### src/rtl/ibex_apmu_counter_bank_if.sv
// Request/response bus between the core-side counter unit and the event counter bank.
// The master issues req/we/addr/wdata; the bank answers with rdata/rvalid/err one cycle later.
interface ibex_apmu_counter_bank_if;
  logic        req;
  logic        we;
  logic [31:0] addr;
  logic [31:0] wdata;
  logic [31:0] rdata;
  logic        rvalid;
  logic        err;

  modport master (
    output req, we, addr, wdata,
    input  rdata, rvalid, err
  );

  modport slave (
    input  req, we, addr, wdata,
    output rdata, rvalid, err
  );
endinterface

### src/rtl/ibex_apmu_counter_bank.sv
// Memory-mapped bank of 32-bit event counters with per-counter event select,
// sticky wrap flags and a maskable overflow interrupt.
module ibex_apmu_counter_bank #(
  parameter int unsigned NUM_COUNTERS = 4,
  parameter int unsigned NUM_EVENTS   = 8,
  parameter logic [31:0] BASE_ADDR    = 32'h1A10_0000
) (
  input  logic                       clk_i,
  input  logic                       rst_ni,
  ibex_apmu_counter_bank_if.slave    counter,
  input  logic [NUM_EVENTS-1:0]      event_i,
  output logic                       overflow_irq_o
);

  localparam int unsigned EvselW = $clog2(NUM_EVENTS);

  logic                                en_q, en_d;
  logic [NUM_COUNTERS-1:0]             ovf_q, ovf_d;
  logic [NUM_COUNTERS-1:0]             irq_en_q, irq_en_d;
  logic [NUM_COUNTERS-1:0][31:0]       cnt_q, cnt_d;
  logic [NUM_COUNTERS-1:0][EvselW-1:0] evsel_q, evsel_d;
  logic [NUM_COUNTERS-1:0]             inc, wrap;

  logic        rvalid_q, err_q;
  logic [31:0] rdata_q, rdata_d;

  // Address decode
  logic [11:0] offset;
  logic [3:0]  idx;
  logic        in_bank, aligned, idx_ok;
  logic        sel_ctrl, sel_ovf, sel_irq, sel_cnt, sel_evsel;
  logic        dec_ok, wr, rd, clr;

  assign offset    = counter.addr[11:0];
  assign idx       = offset[5:2];
  assign in_bank   = counter.addr[31:12] == BASE_ADDR[31:12];
  assign aligned   = counter.addr[1:0] == 2'b00;
  assign idx_ok    = 32'(idx) < NUM_COUNTERS;
  assign sel_ctrl  = offset == 12'h000;
  assign sel_ovf   = offset == 12'h004;
  assign sel_irq   = offset == 12'h008;
  assign sel_cnt   = (offset[11:6] == 6'h01) && idx_ok;
  assign sel_evsel = (offset[11:6] == 6'h02) && idx_ok;
  assign dec_ok    = in_bank && aligned && (sel_ctrl || sel_ovf || sel_irq || sel_cnt || sel_evsel);
  assign wr        = counter.req && counter.we && dec_ok;
  assign rd        = counter.req && !counter.we && dec_ok;
  assign clr       = wr && sel_ctrl && counter.wdata[1];

  // Read data reflects register state before this cycle's update
  always_comb begin
    rdata_d = '0;
    if (rd) begin
      if (sel_ctrl) rdata_d = {31'b0, en_q};
      if (sel_ovf)  rdata_d = 32'(ovf_q);
      if (sel_irq)  rdata_d = 32'(irq_en_q);
      for (int i = 0; i < NUM_COUNTERS; i++) begin
        if (idx == 4'(i)) begin
          if (sel_cnt)   rdata_d = cnt_q[i];
          if (sel_evsel) rdata_d = 32'(evsel_q[i]);
        end
      end
    end
  end

  always_comb begin
    en_d     = en_q;
    irq_en_d = irq_en_q;
    evsel_d  = evsel_q;
    cnt_d    = cnt_q;
    inc      = '0;
    wrap     = '0;
    if (wr && sel_ctrl) en_d = counter.wdata[0];
    if (wr && sel_irq)  irq_en_d = counter.wdata[NUM_COUNTERS-1:0];
    for (int i = 0; i < NUM_COUNTERS; i++) begin
      // Out-of-range selects match no event line and never count
      for (int e = 0; e < NUM_EVENTS; e++) begin
        if (evsel_q[i] == EvselW'(e)) inc[i] = en_q && event_i[e];
      end
      if (wr && sel_evsel && (idx == 4'(i))) evsel_d[i] = counter.wdata[EvselW-1:0];
      if (clr) begin
        cnt_d[i] = '0;
      end else if (wr && sel_cnt && (idx == 4'(i))) begin
        cnt_d[i] = counter.wdata;
      end else if (inc[i]) begin
        cnt_d[i] = cnt_q[i] + 32'd1;
        wrap[i]  = &cnt_q[i];
      end
    end
    // A same-cycle wrap overrides the W1C
    ovf_d = ovf_q;
    if (wr && sel_ovf) ovf_d = ovf_q & ~counter.wdata[NUM_COUNTERS-1:0];
    ovf_d = ovf_d | wrap;
  end

  always_ff @(posedge clk_i or negedge rst_ni) begin
    if (!rst_ni) begin
      en_q     <= 1'b0;
      ovf_q    <= '0;
      irq_en_q <= '0;
      cnt_q    <= '0;
      evsel_q  <= '0;
      rvalid_q <= 1'b0;
      err_q    <= 1'b0;
      rdata_q  <= '0;
    end else begin
      en_q     <= en_d;
      ovf_q    <= ovf_d;
      irq_en_q <= irq_en_d;
      cnt_q    <= cnt_d;
      evsel_q  <= evsel_d;
      rvalid_q <= counter.req;
      err_q    <= counter.req && !dec_ok;
      rdata_q  <= rdata_d;
    end
  end

  assign counter.rvalid = rvalid_q;
  assign counter.err    = err_q;
  assign counter.rdata  = rdata_q;
  assign overflow_irq_o = |(ovf_q & irq_en_q);

endmodule

### src/flat_wrapper.sv
// flat-port wrapper written by rule: the top's interface ports become plain ports
module ibex_apmu_counter_bank_flat 
#(
  parameter int unsigned NUM_COUNTERS = 4,
  parameter int unsigned NUM_EVENTS   = 8,
  parameter logic [31:0] BASE_ADDR    = 32'h1A10_0000
)
  (clk_i, rst_ni, event_i, overflow_irq_o, counter_req, counter_we, counter_addr, counter_wdata, counter_rdata, counter_rvalid, counter_err);
  ibex_apmu_counter_bank_if counter_i ();
  input  logic clk_i;
  input  logic rst_ni;
  input  logic [NUM_EVENTS-1:0] event_i;
  output logic overflow_irq_o;
  input wire logic [$bits(counter_i.req)-1:0] counter_req;
  input wire logic [$bits(counter_i.we)-1:0] counter_we;
  input wire logic [$bits(counter_i.addr)-1:0] counter_addr;
  input wire logic [$bits(counter_i.wdata)-1:0] counter_wdata;
  output wire logic [$bits(counter_i.rdata)-1:0] counter_rdata;
  output wire logic [$bits(counter_i.rvalid)-1:0] counter_rvalid;
  output wire logic [$bits(counter_i.err)-1:0] counter_err;
  assign counter_i.req = counter_req;
  assign counter_i.we = counter_we;
  assign counter_i.addr = counter_addr;
  assign counter_i.wdata = counter_wdata;
  assign counter_rdata = counter_i.rdata;
  assign counter_rvalid = counter_i.rvalid;
  assign counter_err = counter_i.err;
  ibex_apmu_counter_bank #(.NUM_COUNTERS(NUM_COUNTERS), .NUM_EVENTS(NUM_EVENTS), .BASE_ADDR(BASE_ADDR)) u_core (.clk_i(clk_i), .rst_ni(rst_ni), .counter(counter_i), .event_i(event_i), .overflow_irq_o(overflow_irq_o));
endmodule
### config.mk
export PLATFORM = sky130hd
export DESIGN_NAME = ibex_apmu_counter_bank_flat
export DESIGN_NICKNAME = d
export VERILOG_FILES = /design/src/rtl/ibex_apmu_counter_bank_if.sv /design/src/rtl/ibex_apmu_counter_bank.sv /design/src/flat_wrapper.sv
export SDC_FILE = /design/constraint.sdc
export NUM_CORES = 1
export LEC_CHECK = 0
export CELL_PAD_IN_SITES_DETAIL_PLACEMENT = 1
export CELL_PAD_IN_SITES_GLOBAL_PLACEMENT = 1
export CORE_MARGIN = 5
export CORE_UTILIZATION = 44
export DETAILED_ROUTE_END_ITERATION = 8
export PLACE_DENSITY_LB_ADDON = 0.1
export SYNTH_ARGS = -nofsm -noshare
export SYNTH_HDL_FRONTEND = slang
export SYNTH_SLANG_ARGS = --single-unit
### constraint.sdc
create_clock -name clk_i -period 2.9 [get_ports clk_i]
set_input_delay 0.725 -clock clk_i [delete_from_list [all_inputs] [get_ports clk_i]]
set_output_delay 0.725 -clock clk_i [all_outputs]
set_load 0.1 [all_outputs]
==> results.json, run 1 <==
{
  "clock_latency_ns": 0.45,
  "maxSlewViolCount": 0,
  "ios": 111,
  "synth_area_sq_um": 11280,
  "grtUsageTotal_pct": 31.91,
  "grt_max_degree": 74,
  "synthDominantCellAreaShare_pct": 40.61,
  "async_reset_ff_share_pct": 100.0,
  "multi_input_area_sq_um": 6312,
  "cts_root_buffer": "clkbuf_16",
  "cp.required_ns": 3.20,
  "grt_pass1_vias": 11680,
  "cts.sinks": 183,
  "p_leak_nw": 5.983,
  "dr.pass1.iters": 5,
  "cp-start-kind": "input pin",
  "cp_cell_sequence": "clkdlybuf4s50_1, or4_4, a211oi_2, nand4_1, or3b_1, buf_12, a2111oi_1",
  "crit_path_end_kind": "register",
  "antenna_found_initial": 1,
  "path_clk_slew_ns": 0.08,
  "synth_area_per_cell_sq_um": 8.858,
  "min_period_ns": 2.872,
  "syn_to_final_growth_pct": 27.21,
  "num-nets-final": 1551,
  "p_total_mw": 5.576,
  "slowest_delay_ns": 0.58,
  "clock_path_buffers": 2,
  "synth_cells": 1273,
  "worst_slew_margin_rel_pct": 41.05,
  "status": "complete, no violations",
  "ys_types": 69,
  "grt_pass1_wl_um": 70640,
  "die_y_um": 170.1,
  "vias": 11370,
  "synth_common_cells": "dfrtp_1, o21ai_0, a21oi_1",
  "grt_setup_unrepaired": "no",
  "ant_nets": 0,
  "cts_tree": "built",
  "post-route-util_pct": 56.96,
  "placed_area_sq_um": 13720,
  "hold_violations": 0,
  "vias_per_cell": 6.264,
  "die_w_um": 170.1,
  "criticalPathCategory": "in -> reg",
  "yosysMostFrequentCell": "dfrtp_1",
  "fin_crit_sh_pct": 99.03,
  "seqCellArea_sq_um": 4579,
  "dpl.hpwl_um": 34780,
  "start_util_pct": 44.78,
  "ys_seq_area_share_pct": 40.61,
  "wl_um": 46490,
  "first_iter_violations": 1066,
  "num_rows": 58,
  "cap_violations": 0,
  "synth-edff-count": 0,
  "gp_congestion": 0.9513,
  "synthesis.nets": 1353,
  "grt_overflow": 0,
  "vdd_ir_drop_max_uv": 256.0,
  "htreeDepth": 4,
  "cp_slowest_cell": "or4_4",
  "cp.arrival_ns": 3.17,
  "io_buffers": 110,
  "dieArea_sq_um": 28930,
  "cp.buffers_inverters": 2,
  "fmax_ghz": 0.3482,
  "nFillCells": 2923,
  "clock_skew_ns": 0.01407,
  "route.detailed.drc": 0,
  "synth_ff_type": "dfrtp_1",
  "cts_buffers": 17,
  "yosysTopAreaCell": "dfrtp_1",
  "yosysWarnings": 0,
  "wire_per_inst_um": 25.61,
  "p_per_area_nw_per_um2": 388.7,
  "core_area_sq_um": 25180,
  "fin_area_sq_um": 14340,
  "drive_gt1_share_pct": 19.34,
  "worstMarginPinSlew_ns": 0.8810,
  "cp_max_fo": 28,
  "post_cts_buffers": 0,
  "hp-class": "in -> async",
  "yosys-top-cells-area": "dfrtp_1, o21ai_0, a21oi_1",
  "ys_seq_elements": 183,
  "setup_viol": 0,
  "crit_family": "simple AND/OR/NAND/NOR gates"
}
## registers in the layout, summed over array words and instances (netlist names)
signal,flops
u_core.cnt_q,128
u_core.counter.rdata,32
u_core.evsel_q,12
u_core.irq_en_q,4
u_core.ovf_q,4
u_core.counter.err,1
u_core.counter.rvalid,1
u_core.en_q,1
## per-stage QoR
stage / setup TNS (ns) / worst slack [ns] / cells / hold slack [ns]
4_1_cts: 0 / 0.01320 / 1814 / 0.1682
2_1_floorplan: 0 / 0.2014 / 1273 / 0.4294
3_5_place_dp: -28.34 / -0.4750 / 1782 / 0.5315
6_report: 0 / 0.02825 / 1815 / 0.1600
3_3_place_gp: -20.07 / -0.2644 / 1782 / 0.5242
5_1_grt: 0 / 0.002978 / 1814 / 0.1747
## layout make-up
class	instances	area share, %
Antenna cell	1	0.01745
Multi-Input combinational cell	987	44.01
Tap cell	330	2.879
Clock inverter	14	1.282
Clock buffer	18	2.992
Timing Repair Buffer	262	16.37
Inverter	20	0.5234
Sequential cell	183	31.93
## metal layers
metal  share of wire, %  wire length (um)  track usage, %  vias up
met5                  0                 0               0        -
met4                2.0               935           8.333        0
met3                7.0              3249           5.134       76
met2                 47             21710           50.98      363
met1                 44             20590           45.36     5829
li1                   -                 -               -     5102
## layout by cell type, fill, tap and decap left out, types with 4 or more instances in the layout
cell,instances
nand2b_1,9
ha_1,4
o22ai_1,10
or3_1,9
inv_1,20
a21oi_1,151
mux2_2,23
nand3_1,60
nor3_1,25
nor2_1,68
nand4_1,35
and2_1,9
buf_12,16
nor4_1,22
nand2_1,63
a2111oi_2,20
o21ai_0,162
clkbuf_16,17
dfrtp_1,183
a2111oi_0,5
buf_4,171
nor2b_1,31
mux2i_1,7
nor3b_1,5
mux4_2,4
a22oi_1,18
clkdlybuf4s50_1,72
a211oi_1,33
xnor2_1,62
xor2_1,55
or2_2,7
and4_1,11
and3_1,24
## where the power goes
part	leakage (nW)	internal [mW]	total (mW)	switching, mW
clock	0.301	1.32	2.52	1.20
combinational	3.14	0.186	0.507	0.321
sequential	2.54	2.55	2.55	0.000499
## path summary, 6_finish.rpt
check / startpoint / end / slack, ns / cells past startpoint
setup / recovery: counter_addr[9] / u_core.counter.rdata[31] / 0.03 / 7
hold / removal: rst_ni / u_core.cnt_q[96] / 0.16 / 1
setup reg to reg: u_core.cnt_q[34] / u_core.cnt_q[53] / 0.33 / 7
hold reg to reg: u_core.irq_en_q[2] / u_core.irq_en_q[2] / 0.55 / 1
max in group asynchronous: rst_ni / u_core.cnt_q[58] / 2.04 / 2
min in group clk_i: u_core.irq_en_q[2] / u_core.irq_en_q[2] / 0.55 / 1
## repair_timing
action / CTS / global route
pin swaps: 0 / 0
cloned: 0 / 0
resized for setup: 1 / 3
setup endpoints to repair: 1 / 3
hold buffers: 0 / 0
## cell families after synthesis
family / Yosys count / share of synthesized area [%]
compound gates: 432 / 23.35
xor+xnor: 117 / 9.088
fa+ha+maj: 4 / 0.4439
buf+inv: 103 / 3.606
flops: 183 / 40.61
mux: 34 / 3.717
simple gates: 400 / 19.19
Power figures use the tool's default switching activity.
==> inputs of run 2 (changes only) <==
--- a/config.mk
+++ b/config.mk
@@ -14,3 +14,4 @@
 export SYNTH_ARGS = -nofsm -noshare
 export SYNTH_HDL_FRONTEND = slang
 export SYNTH_SLANG_ARGS = --single-unit
+export TNS_END_PERCENT = 50
==> results of run 2 <==
Same layout as run 1: the final DEF is identical, and so are final timing and power.
